`config.mk`:
```
export PLATFORM = sky130hd
export DESIGN_NAME = avm_sram_arbiter
export DESIGN_NICKNAME = d
export VERILOG_FILES = /design/src/rtl/avm_sram_arbiter.sv
export SDC_FILE = /design/constraint.sdc
export NUM_CORES = 1
export LEC_CHECK = 0
export CORE_AREA = 3 3 103 105
export DETAILED_ROUTE_END_ITERATION = 16
export DIE_AREA = 0 0 106 108
export HOLD_SLACK_MARGIN = 0.12
export PLACE_DENSITY_LB_ADDON = 0.08
export SETUP_SLACK_MARGIN = 0.5
export SLEW_MARGIN = 25
export SYNTH_ARGS = -nofsm -noshare
export SYNTH_HDL_FRONTEND = slang
export SYNTH_SLANG_ARGS = --single-unit
```
`constraint.sdc`:
```
create_clock -name clk -period 2.4 [get_ports clk]
set_clock_uncertainty 0.05 [all_clocks]
set_input_delay 0.48 -clock clk [delete_from_list [all_inputs] [get_ports clk]]
set_output_delay 0.48 -clock clk [all_outputs]
set_load 0.005 [all_outputs]
```
`src/rtl/avm_sram_arbiter.sv`:
```
// Purpose: share one fixed-occupancy Avalon-MM SRAM controller between two hosts.
// Latency: read data returns 3 cycles after accept; writes complete on accept.
// Backpressure: waitrequest held high except for the winner in a free slot.
module avm_sram_arbiter #(
    parameter int PRIORITY_MODE = 0
) (
    input  logic        clk,
    input  logic        reset_n,
    input  logic [17:0] h0_address,
    input  logic [3:0]  h0_byteenable,
    input  logic        h0_read,
    input  logic        h0_write,
    input  logic [31:0] h0_writedata,
    output logic        h0_waitrequest,
    output logic [31:0] h0_readdata,
    output logic        h0_readdatavalid,
    input  logic [17:0] h1_address,
    input  logic [3:0]  h1_byteenable,
    input  logic        h1_read,
    input  logic        h1_write,
    input  logic [31:0] h1_writedata,
    output logic        h1_waitrequest,
    output logic [31:0] h1_readdata,
    output logic        h1_readdatavalid,
    output logic [17:0] ctrl_address,
    output logic [3:0]  ctrl_byteenable,
    output logic        ctrl_read,
    output logic        ctrl_write,
    output logic [31:0] ctrl_writedata,
    input  logic [31:0] ctrl_readdata
);

    // Slot phases track the controller: DW0, DW1, then back to idle with data ready.
    typedef enum logic [1:0] {
        S_IDLE,
        S_WAIT1,
        S_WAIT2,
        S_DONE
    } state_t;

    state_t state;
    state_t state_nxt;
    logic   last_grant;
    logic   pend_read;
    logic   pend_host;
    logic   req0;
    logic   req1;
    logic   slot_free;
    logic   grant_vld;
    logic   grant_host;
    logic   grant_wr;
    logic   sel_h1;

    // Arbitration and the combinational request mux toward the controller.
    always_comb begin
        req0       = h0_read | h0_write;
        req1       = h1_read | h1_write;
        slot_free  = reset_n && ((state == S_IDLE) || (state == S_DONE));
        grant_vld  = slot_free && (req0 || req1);
        if (req0 && req1) begin
            grant_host = (PRIORITY_MODE == 1) ? 1'b0 : ~last_grant;
        end else begin
            grant_host = ~req0;
        end
        // Write wins over a simultaneous read from the same host.
        grant_wr        = grant_host ? h1_write : h0_write;
        sel_h1          = grant_vld && grant_host;
        ctrl_address    = sel_h1 ? h1_address    : h0_address;
        ctrl_byteenable = sel_h1 ? h1_byteenable : h0_byteenable;
        ctrl_writedata  = sel_h1 ? h1_writedata  : h0_writedata;
        ctrl_write      = grant_vld && grant_wr;
        ctrl_read       = grant_vld && !grant_wr;
        h0_waitrequest  = !(grant_vld && !grant_host);
        h1_waitrequest  = !(grant_vld && grant_host);
    end

    // Next slot phase: a grant starts a 3-cycle occupancy.
    always_comb begin
        state_nxt = S_IDLE;
        case (state)
            S_IDLE:  state_nxt = grant_vld ? S_WAIT1 : S_IDLE;
            S_WAIT1: state_nxt = S_WAIT2;
            S_WAIT2: state_nxt = S_DONE;
            S_DONE:  state_nxt = grant_vld ? S_WAIT1 : S_IDLE;
            default: state_nxt = S_IDLE;
        endcase
    end

    // State, round-robin pointer and pending-read bookkeeping.
    always_ff @(posedge clk) begin
        if (!reset_n) begin
            state      <= S_IDLE;
            last_grant <= 1'b1;
            pend_read  <= 1'b0;
            pend_host  <= 1'b0;
        end else begin
            state <= state_nxt;
            if (grant_vld) begin
                last_grant <= grant_host;
                pend_read  <= !grant_wr;
                pend_host  <= grant_host;
            end else if (state == S_DONE) begin
                pend_read  <= 1'b0;
            end
        end
    end

    // Response steering: controller data is passed through unregistered.
    always_comb begin
        h0_readdata      = ctrl_readdata;
        h1_readdata      = ctrl_readdata;
        h0_readdatavalid = reset_n && (state == S_DONE) && pend_read && !pend_host;
        h1_readdatavalid = reset_n && (state == S_DONE) && pend_read && pend_host;
    end

endmodule

```
Word-level counts from Yosys, hierarchy flattened

Index checks and enable logic that the tools add are counted.
W data, S select, Z words.

Flip-flop bits (word level): 5
Word-level logic and storage cells: 41

Reductions and logical operators: 21
Muxes and demuxes: 9
Eq/ne operators: 3
Bitwise gates (word level): 4

Operator list:

| kind                 | count |
|---|---|
| $mux W32             | 1 |
| $mux W18             | 1 |
| $logic_and A1 B1 Y1  | 11 |
| $pmux W2 S3          | 1 |
| $logic_not A1 Y1     | 5 |
| $mux W1              | 5 |
| $eq A2 B2 Y1 const B | 2 |
| $mux W4              | 1 |
| $eq A2 B1 Y1 const B | 1 |
| $logic_not A2 Y1     | 1 |
| $logic_or A1 B1 Y1   | 2 |
| $not A1 Y1           | 2 |
| $or A1 B1 Y1         | 2 |
| $reduce_bool A2 Y1   | 1 |
| $reduce_or A2 Y1     | 1 |

Logic depth before layout (Yosys ltp)

Gate-level depths: netlist of run 1.

Word-level depth: 6
Depth in mapped cells: 6

Worst setup path before layout of run 1

No wires, ideal clock.

Path kind: flip-flop to output port
From: register state[0]
To: output port ctrl_address[10]
Path buffers: 1
Cell stages (with the launch flop): 7
Arrival: 1.815 ns
Path slack: 0.055 ns
Cells stage by stage: dfxtp_1 inv_1 ha_1 nand2_1 a211oi_4 buf_6 mux2_2

Longest elaborated chain between the ends: 6
Elaborated cells between the ends (all ways): 7
Those cells by class: eq/ne: 1; mux: 1; reduce/logical: 5

RTL lines:

| item                                                    | line | text |
|---|---|---|
| from (decl)                                             | 41   | `state_t state;` |
| from (signal assigned)                                  | 97   | `state <= state_nxt;` |
| $eq A2 B2 Y1 / $logic_not A2 Y1 (equally long branches) | 58   | `slot_free = reset_n && ((state == S_IDLE) \|\| (state == S_DONE));` |
| $logic_or A1 B1 Y1 (*)                                  | 58   |  |
| $logic_and A1 B1 Y1 (*)                                 | 58   |  |
| $logic_and A1 B1 Y1 (*)                                 | 59   | `grant_vld = slot_free && (req0 \|\| req1);` |
| $logic_and A1 B1 Y1 (*)                                 | 67   | `sel_h1 = grant_vld && grant_host;` |
| $mux W18 (*)                                            | 68   | `ctrl_address = sel_h1 ? h1_address : h0_address;` |
| to (decl)                                               | 25   | `output logic [17:0] ctrl_address,` |

Mark *: on every way between the ends. The rest lies on a longest branch, timed or not.

Worst setup path after layout of run 1

From: register state[0]
To: output port ctrl_writedata[12]

Longest elaborated chain between the ends: 6
Elaborated cells between the ends (all ways): 7
Those cells by class: eq/ne: 1; mux: 1; reduce/logical: 5

RTL lines:

| item                                                    | line | text |
|---|---|---|
| $eq A2 B2 Y1 / $logic_not A2 Y1 (equally long branches) | 58   |  |
| $logic_or A1 B1 Y1 (*)                                  | 58   |  |
| $logic_and A1 B1 Y1 (*)                                 | 58   |  |
| $logic_and A1 B1 Y1 (*)                                 | 59   |  |
| $logic_and A1 B1 Y1 (*)                                 | 67   |  |
| $mux W32 (*)                                            | 70   | `ctrl_writedata = sel_h1 ? h1_writedata : h0_writedata;` |
| to (decl)                                               | 29   | `output logic [31:0] ctrl_writedata,` |

Marked as above.

==> summary.md, run 1 <==
| Metric | Value |
|---|---|
| Run status | finished, violations left |
| Failing checks | setup timing |
| Initial Utilization | 0.151 |
| Leak Pwr | roughly 0.0017 µW |
| Internal | about 1600 µW |
| CP Max Fanout | 5 |
| Area contributors post-synth | mux2_2 (38%), buf_4 (33%), dfxtp_1 (6.8%) |
| Unrepaired setup endpoints after global routing | yes |
| Vias in the first global route | approximately 1700 |
| Row count | 36 |
| Core Box Area | approximately 9700 µm² |
| Area leader, netlist | mux2_2 |
| DRT antenna net count | 0 |
| Flop-to-flop setup slack | about 0.7 ns |
| EDFF count, synth | 0 |
| Worst EP arrival | 2.02 ns |
| Syn avg cell area | just over 9 µm² |
| GRT overflow | 0 |
| Drt first-iter violations | 43 |
| CP max stage delay | roughly 0.32 ns |
| # port buffers | between 150 and 200 |
| Cells after Synth | ~160 |
| Min Hold Slack | about 0.46 ns |
| Post-synth top cells | buf_4 (64), mux2_2 (50), nor2_1 (7) |
| Power density cells | 623 nW/µm² |
| Tmin final | between 2 and 3 ns |
| Die H | approximately 110 µm |
| Max cap viols | 0 |
| Initial antenna violation count | 0 |
| Comb power frac | 0.868 |
| DR vias | 1703 |
| Post-Syn Area | 1470 µm² |
| Die Width | between 100 and 150 µm |
| Clock root cell | clkbuf_8 |
| Clock transition at the registers of the reported paths | 0.04 ns |
| Cts hold-fix bufs | 0 |
| Yosys top cell area share | 0.384 |
| Die area | approximately 11000 µm² |
| Overall Global Routing Usage | 0.138 |
| Number of instances in the placed design | 411 |
| Syn_nets | 310 |
| Routed WL | 8.60 mm |
| # IOs | 270 |
| First-pass DRT Iterations | 4 |
| Nets | approximately 470 |
| Worst path slowest cell | dfxtp_2 |
| Count leader, synth | buf_4 |
| Vias per cell | 3.78 |
| DR DRC count | 0 |
| Cell family with most CP delay | buffers and inverters |
| Switching fraction of total power | 0.305 |
| Library cells used by synthesis | 23 |
| Final worst setup slack | -0.148 ns |
| Dominant synthesized flop cell | dfxtp_1 |
| Sequential share of power | 0.065 |
| Post-DP HPWL | approximately 6.7 mm |
| Switching power total | between 700 and 800 µW |
| TritonCTS clock tree | done |
| Fin crit share | 1.06 |
| Crit. End Element | primary output |
| Worst slew margin | 0.867 |
| VDD IR max | approximately 0.00031 V |
| CP dominant cell by count | buf_8 |
| Cell Chain, Critical Path | inv_2, ha_4, nand2_4, a211oi_4, buf_4, buf_8, buf_12, buf_8, mux2_4, buf_6 |
| Largest net degree at the start of global routing | 9 |
| CTS sink cnt | 5 |
| CTS Buffer Depth | 2 |
| Startpoint Class | register |
| Antenna diode count | 0 |
| Number of CTS-inserted buffers | 3 |
| Final Hold Viols | 0 |
| Critical path class | reg2out |
| Worst EP required | about 1.9 ns |
| Crit path buffers/inverters | 6 |
| Placer Congestion | 0.704 |
| HP Class | reg2reg |
| Final Max Slew Viols | 0 |
| Post-route setup TNS | -5.66 ns |
| Clock power share | 0.067 |
| Share of cells above drive strength 1 | 0.582 |
| CTS H-tree lvls | 1 |
| First-pass GRT wire length | 11.6 mm |
| Skew-Pair Late Insertion Delay | approximately 0.22 ns |
| Seq/Total Area, Yosys | 0.0683 |
| Seq cells post-synth | 5 |
| Fraction of registers with async set/reset | 0 |
| Syn-to-layout area delta | 160% |
| Layout Cells excl Fill | approximately 450 |
| Pre-CTS setup slack | -0.810 ns |
| F_max | between 300 and 400 MHz |
| Pin slew with the least headroom to its limit | around 0.20 ns |
| YS warnings | 0 |
| Routed length per instance | about 19 µm |
| # setup viols final | between 50 and 60 |
==> path summary, 6_finish.rpt <==
kind | start | endpoint | depth (start not counted)
setup / recovery | state[0] | ctrl_writedata[12] | 10
hold / removal | pend_read | pend_read | 2
setup reg to reg | state[1] | pend_host | 9
hold reg to reg | pend_read | pend_read | 2
==> placed cells by master (no fill, tap or decap), drive strengths merged, types with 2 or more instances in the layout <==
master,instances
buf,110
clkbuf,7
clkdlybuf4s15,2
clkdlybuf4s50,108
dfxtp,5
ha,3
inv,5
mux2,54
nand2,2
nor2,7
nor2b,2
o21ai,2
==> cells by family after synthesis <==
kind of cell               count (synthesis)  share of synthesized area
buffers and inverters                     75                      0.383
muxes                                     54                      0.415
and+or+nand+nor                           15                     0.0512
AOI/OAI and AO/OA                          9                     0.0572
DFF                                        5                     0.0683
adders and majority gates                  3                     0.0256
==> area by class of cell <==
cell class                      count  area [µm²]
Fill cell                         992        5920
Timing Repair Buffer              223        2430
Multi-Input combinational cell     81        1050
Tap cell                          133         166
Sequential cell                     5         103
Clock buffer                        4        45.0
Inverter                            5        21.3
==> repair_timing <==
action,in CTS,in global routing
pin swaps,6,2
resized for setup,345,25
setup buffers,22,7
setup endpoints to repair,60,60
cloned,7,0
==> state kept, by name, summed over array words and instances, names as in the netlist <==
register    count
pend_read       1
state           2
last_grant      1
pend_host       1
==> per-layer routing <==
layer,global-route usage,part of all wire,vias up
met3,0.0543,0.10,22
met5,0,0,-
met4,0.0213,0.0081,0
met1,0.150,0.37,776
met2,0.257,0.51,102
li1,-,-,803
==> per-stage QoR <==
| stage | util | area (µm²) | power (µW) |
|---|---|---|---|
| detailed placement | 0.318 | 3090 | 1490 |
| CTS | 0.377 | 3660 | 2230 |
| floorplan | - | 1620 | 847 |
| global route | 0.391 | 3810 | 2500 |
| global placement | 0.318 | 3090 | 1510 |
| finish | 0.391 | 3810 | 2370 |
==> worst reg2reg max path: stages (launching register included) <==
cell     delay (ns)
dfxtp_2        0.33
ha_4           0.25
buf_4          0.13
buf_6          0.11
o41a_1         0.12
buf_4          0.15
buf_4          0.12
buf_4          0.13
o21ai_0        0.14
nor2_1         0.06
==> power groups by stage <==
stage          clock, µW  sequential (µW)  combinational [µW]
6_report             159              154                2060
5_1_grt              168              159                2180
4_1_cts              164              154                1920
3_5_place_dp           0              146                1350
3_3_place_gp           0              145                1360
2_1_floorplan          0              149                 697
No activity file was read; power rests on OpenSTA's default activity.
==> run 2, diff against run 1 <==
--- a/config.mk
+++ b/config.mk
@@ -10,6 +10,7 @@
 export DIE_AREA = 0 0 106 108
 export HOLD_SLACK_MARGIN = 0.12
 export PLACE_DENSITY_LB_ADDON = 0.08
+export REMOVE_ABC_BUFFERS = 1
 export SETUP_SLACK_MARGIN = 0.5
 export SLEW_MARGIN = 25
 export SYNTH_ARGS = -nofsm -noshare
==> run 2 against run 1 <==
The flow still finishes with violations (setup timing). Cell count decreased by 2.0%. Largest power group unchanged. Total power decreased by 9.3%. Setup slack improved by 0.056 ns. Die area stayed put. Fmax up 2.3%. Sequential share of layout area up 0.16 points.
==> summary.md, run 2 (synthesized netlist as in run 1, its figures left out) <==
| Metric | Value |
|---|---|
| CTS H-tree lvls | 1 |
| Post-route setup TNS | -2.32 ns |
| Initial Utilization | 0.151 |
| Leading cell type in the layout, fill and taps excluded | clkdlybuf4s50_1 |
| Min Hold Slack | slightly below 0.5 ns |
| Share of cells above drive strength 1 | 0.560 |
| F_max | between 400 and 500 MHz |
| Max cap viols | 0 |
| DRT antenna net count | 0 |
| DR vias | approximately 1800 |
| Vias in the first global route | roughly 2000 |
| # IOs | 270 |
| Die area | 11400 µm² |
| Routed WL | about 12 mm |
| Final Hold Viols | 0 |
| Row count | 36 |
| Die H | ~110 µm |
| CTS Buffer Depth | 2 |
| GRT overflow | 0 |
| Crit. End Element | primary output |
| Placer Congestion | around 0.71 |
| Worst EP required | between 1.5 and 2 ns |
| Core Box Area | just under 10000 µm² |
| Most flops, register | state |
| DR DRC count | 0 |
| Worst EP arrival | around 2.0 ns |
| TritonCTS clock tree | done |
| Cts hold-fix bufs | 0 |
| Nets | between 400 and 500 |
| Pin slew with the least headroom to its limit | between 0.2 and 0.3 ns |
| Most Used Layer, Global Route | met2 |
| Die Width | 106 µm |
| # port buffers | 173 |
| Util after Layout | 0.370 |
| Drt first-iter violations | 54 |
| HP Class | reg2reg |
| Antenna diode count | 0 |
| Most frequent cells in the layout | clkdlybuf4s50_1 (108), buf_6 (63), mux2_4 (48), buf_4 (18), buf_2 (10) |
| # setup viols final | 47 |
| CTS sink cnt | 5 |
| Overall Global Routing Usage | 0.196 |
| CP Max Fanout | 8 |
| Number of CTS-inserted buffers | 3 |
| First-pass DRT Iterations | 4 |
| Run status | finished, violations left |
| Largest net degree at the start of global routing | 9 |
| Startpoint Class | input port |
| Vias per cell | roughly 4.0 |
| Initial antenna violation count | 0 |
| Skew-Pair Late Insertion Delay | ~0.22 ns |
| Final Max Slew Viols | 0 |
| Met1 usage | 0.199 |
| Power density cells | 598 nW/µm² |
| Final worst setup slack | -0.0917 ns |
| Critical path class | in2out |
| FILL cells | between 1000 and 1500 |
| Worst slew margin | 0.829 |
| Failing checks | setup timing |
| Clock transition at the registers of the reported paths | approximately 0.03 ns |
| Post-DP HPWL | around 10 mm |
| Unrepaired setup endpoints after global routing | yes |
| Fin crit share | 1.04 |
| M3 GR Usage | 0.162 |
| Leak Pwr | ~0.0016 µW |
| Routed length per instance | between 20 and 30 µm |
| Largest register FFs | 2 |
| First-pass GRT wire length | approximately 15 mm |
| Clock root cell | clkbuf_8 |
| Tmin final | between 2 and 2.5 ns |
| Syn-to-layout area delta | 146% |
| Met2 global-route usage | 0.318 |
| VDD IR max | ~0.00037 V |
==> run 2: routing by layer <==
metal / share of wire / routed length [µm]
met5: 0.0042 / 50
met4: 0.0039 / 46
met3: 0.18 / 2160
met2: 0.46 / 5440
met1: 0.36 / 4250
==> run 2: cell type report <==
type | count | area [µm²] | share of cell area
clock buffers | 4 | 45.0 | 0.0125
inverters | 5 | 21.3 | 0.00591
multi-input cells | 81 | 1040 | 0.288
flip-flops and latches | 5 | 103 | 0.0285
well taps | 133 | 166 | 0.0462
repair buffers | 214 | 2230 | 0.619
==> run 2: final timing paths <==
check	startpoint	to	slack, ns	depth (start not counted)
min	pend_read	pend_read	0.49	2
max	h0_write	ctrl_writedata[15]	-0.09	8
min reg2reg	pend_read	pend_read	0.49	2
max reg2reg	state[0]	pend_read	0.59	11
==> run 2: worst max-delay path, stage by stage <==
cell and delay, ns:
buf_2 0.11, or2_4 0.26, a211oi_4 0.27, buf_12 0.18
buf_12 0.13, buf_6 0.10, mux2_4 0.30, buf_6 0.12
==> run 2: timing repair <==
action,in CTS,in global routing
endpoints found under the setup margin,60,61
gates cloned,1,0
pin swaps,6,4
setup buffers,15,3
gates resized for setup,339,40
endpoints found under the hold margin,0,0
==> run 2: per-stage QoR <==
stage | power (µW) | cell area [µm²] | std cells | setup WS (ns)
after floorplan | 614 | 923 | 91 | -0.847
after global placement | 1510 | 3060 | 419 | -0.766
after detailed placement | 1500 | 3060 | 419 | -0.776
after CTS | 1990 | 3400 | 439 | -0.164
after global routing | 2290 | 3600 | 442 | -0.154
final | 2150 | 3600 | 442 | -0.0917
==> run 2: report_power, final <==
part	internal (µW)	leakage [µW]	switching (µW)
sequential	124	0.0000421	30.6
clock	114	0.0000228	41.4
combinational	1250	0.00150	597
==> run 3, diff against run 2 <==
--- a/config.mk
+++ b/config.mk
@@ -10,6 +10,7 @@
 export DIE_AREA = 0 0 106 108
 export HOLD_SLACK_MARGIN = 0.12
 export PLACE_DENSITY_LB_ADDON = 0.08
+export RECOVER_POWER = 50
 export REMOVE_ABC_BUFFERS = 1
 export SETUP_SLACK_MARGIN = 0.5
 export SLEW_MARGIN = 25
==> results of run 3 <==
No change in the layout: final DEF, timing and power equal those of run 2.
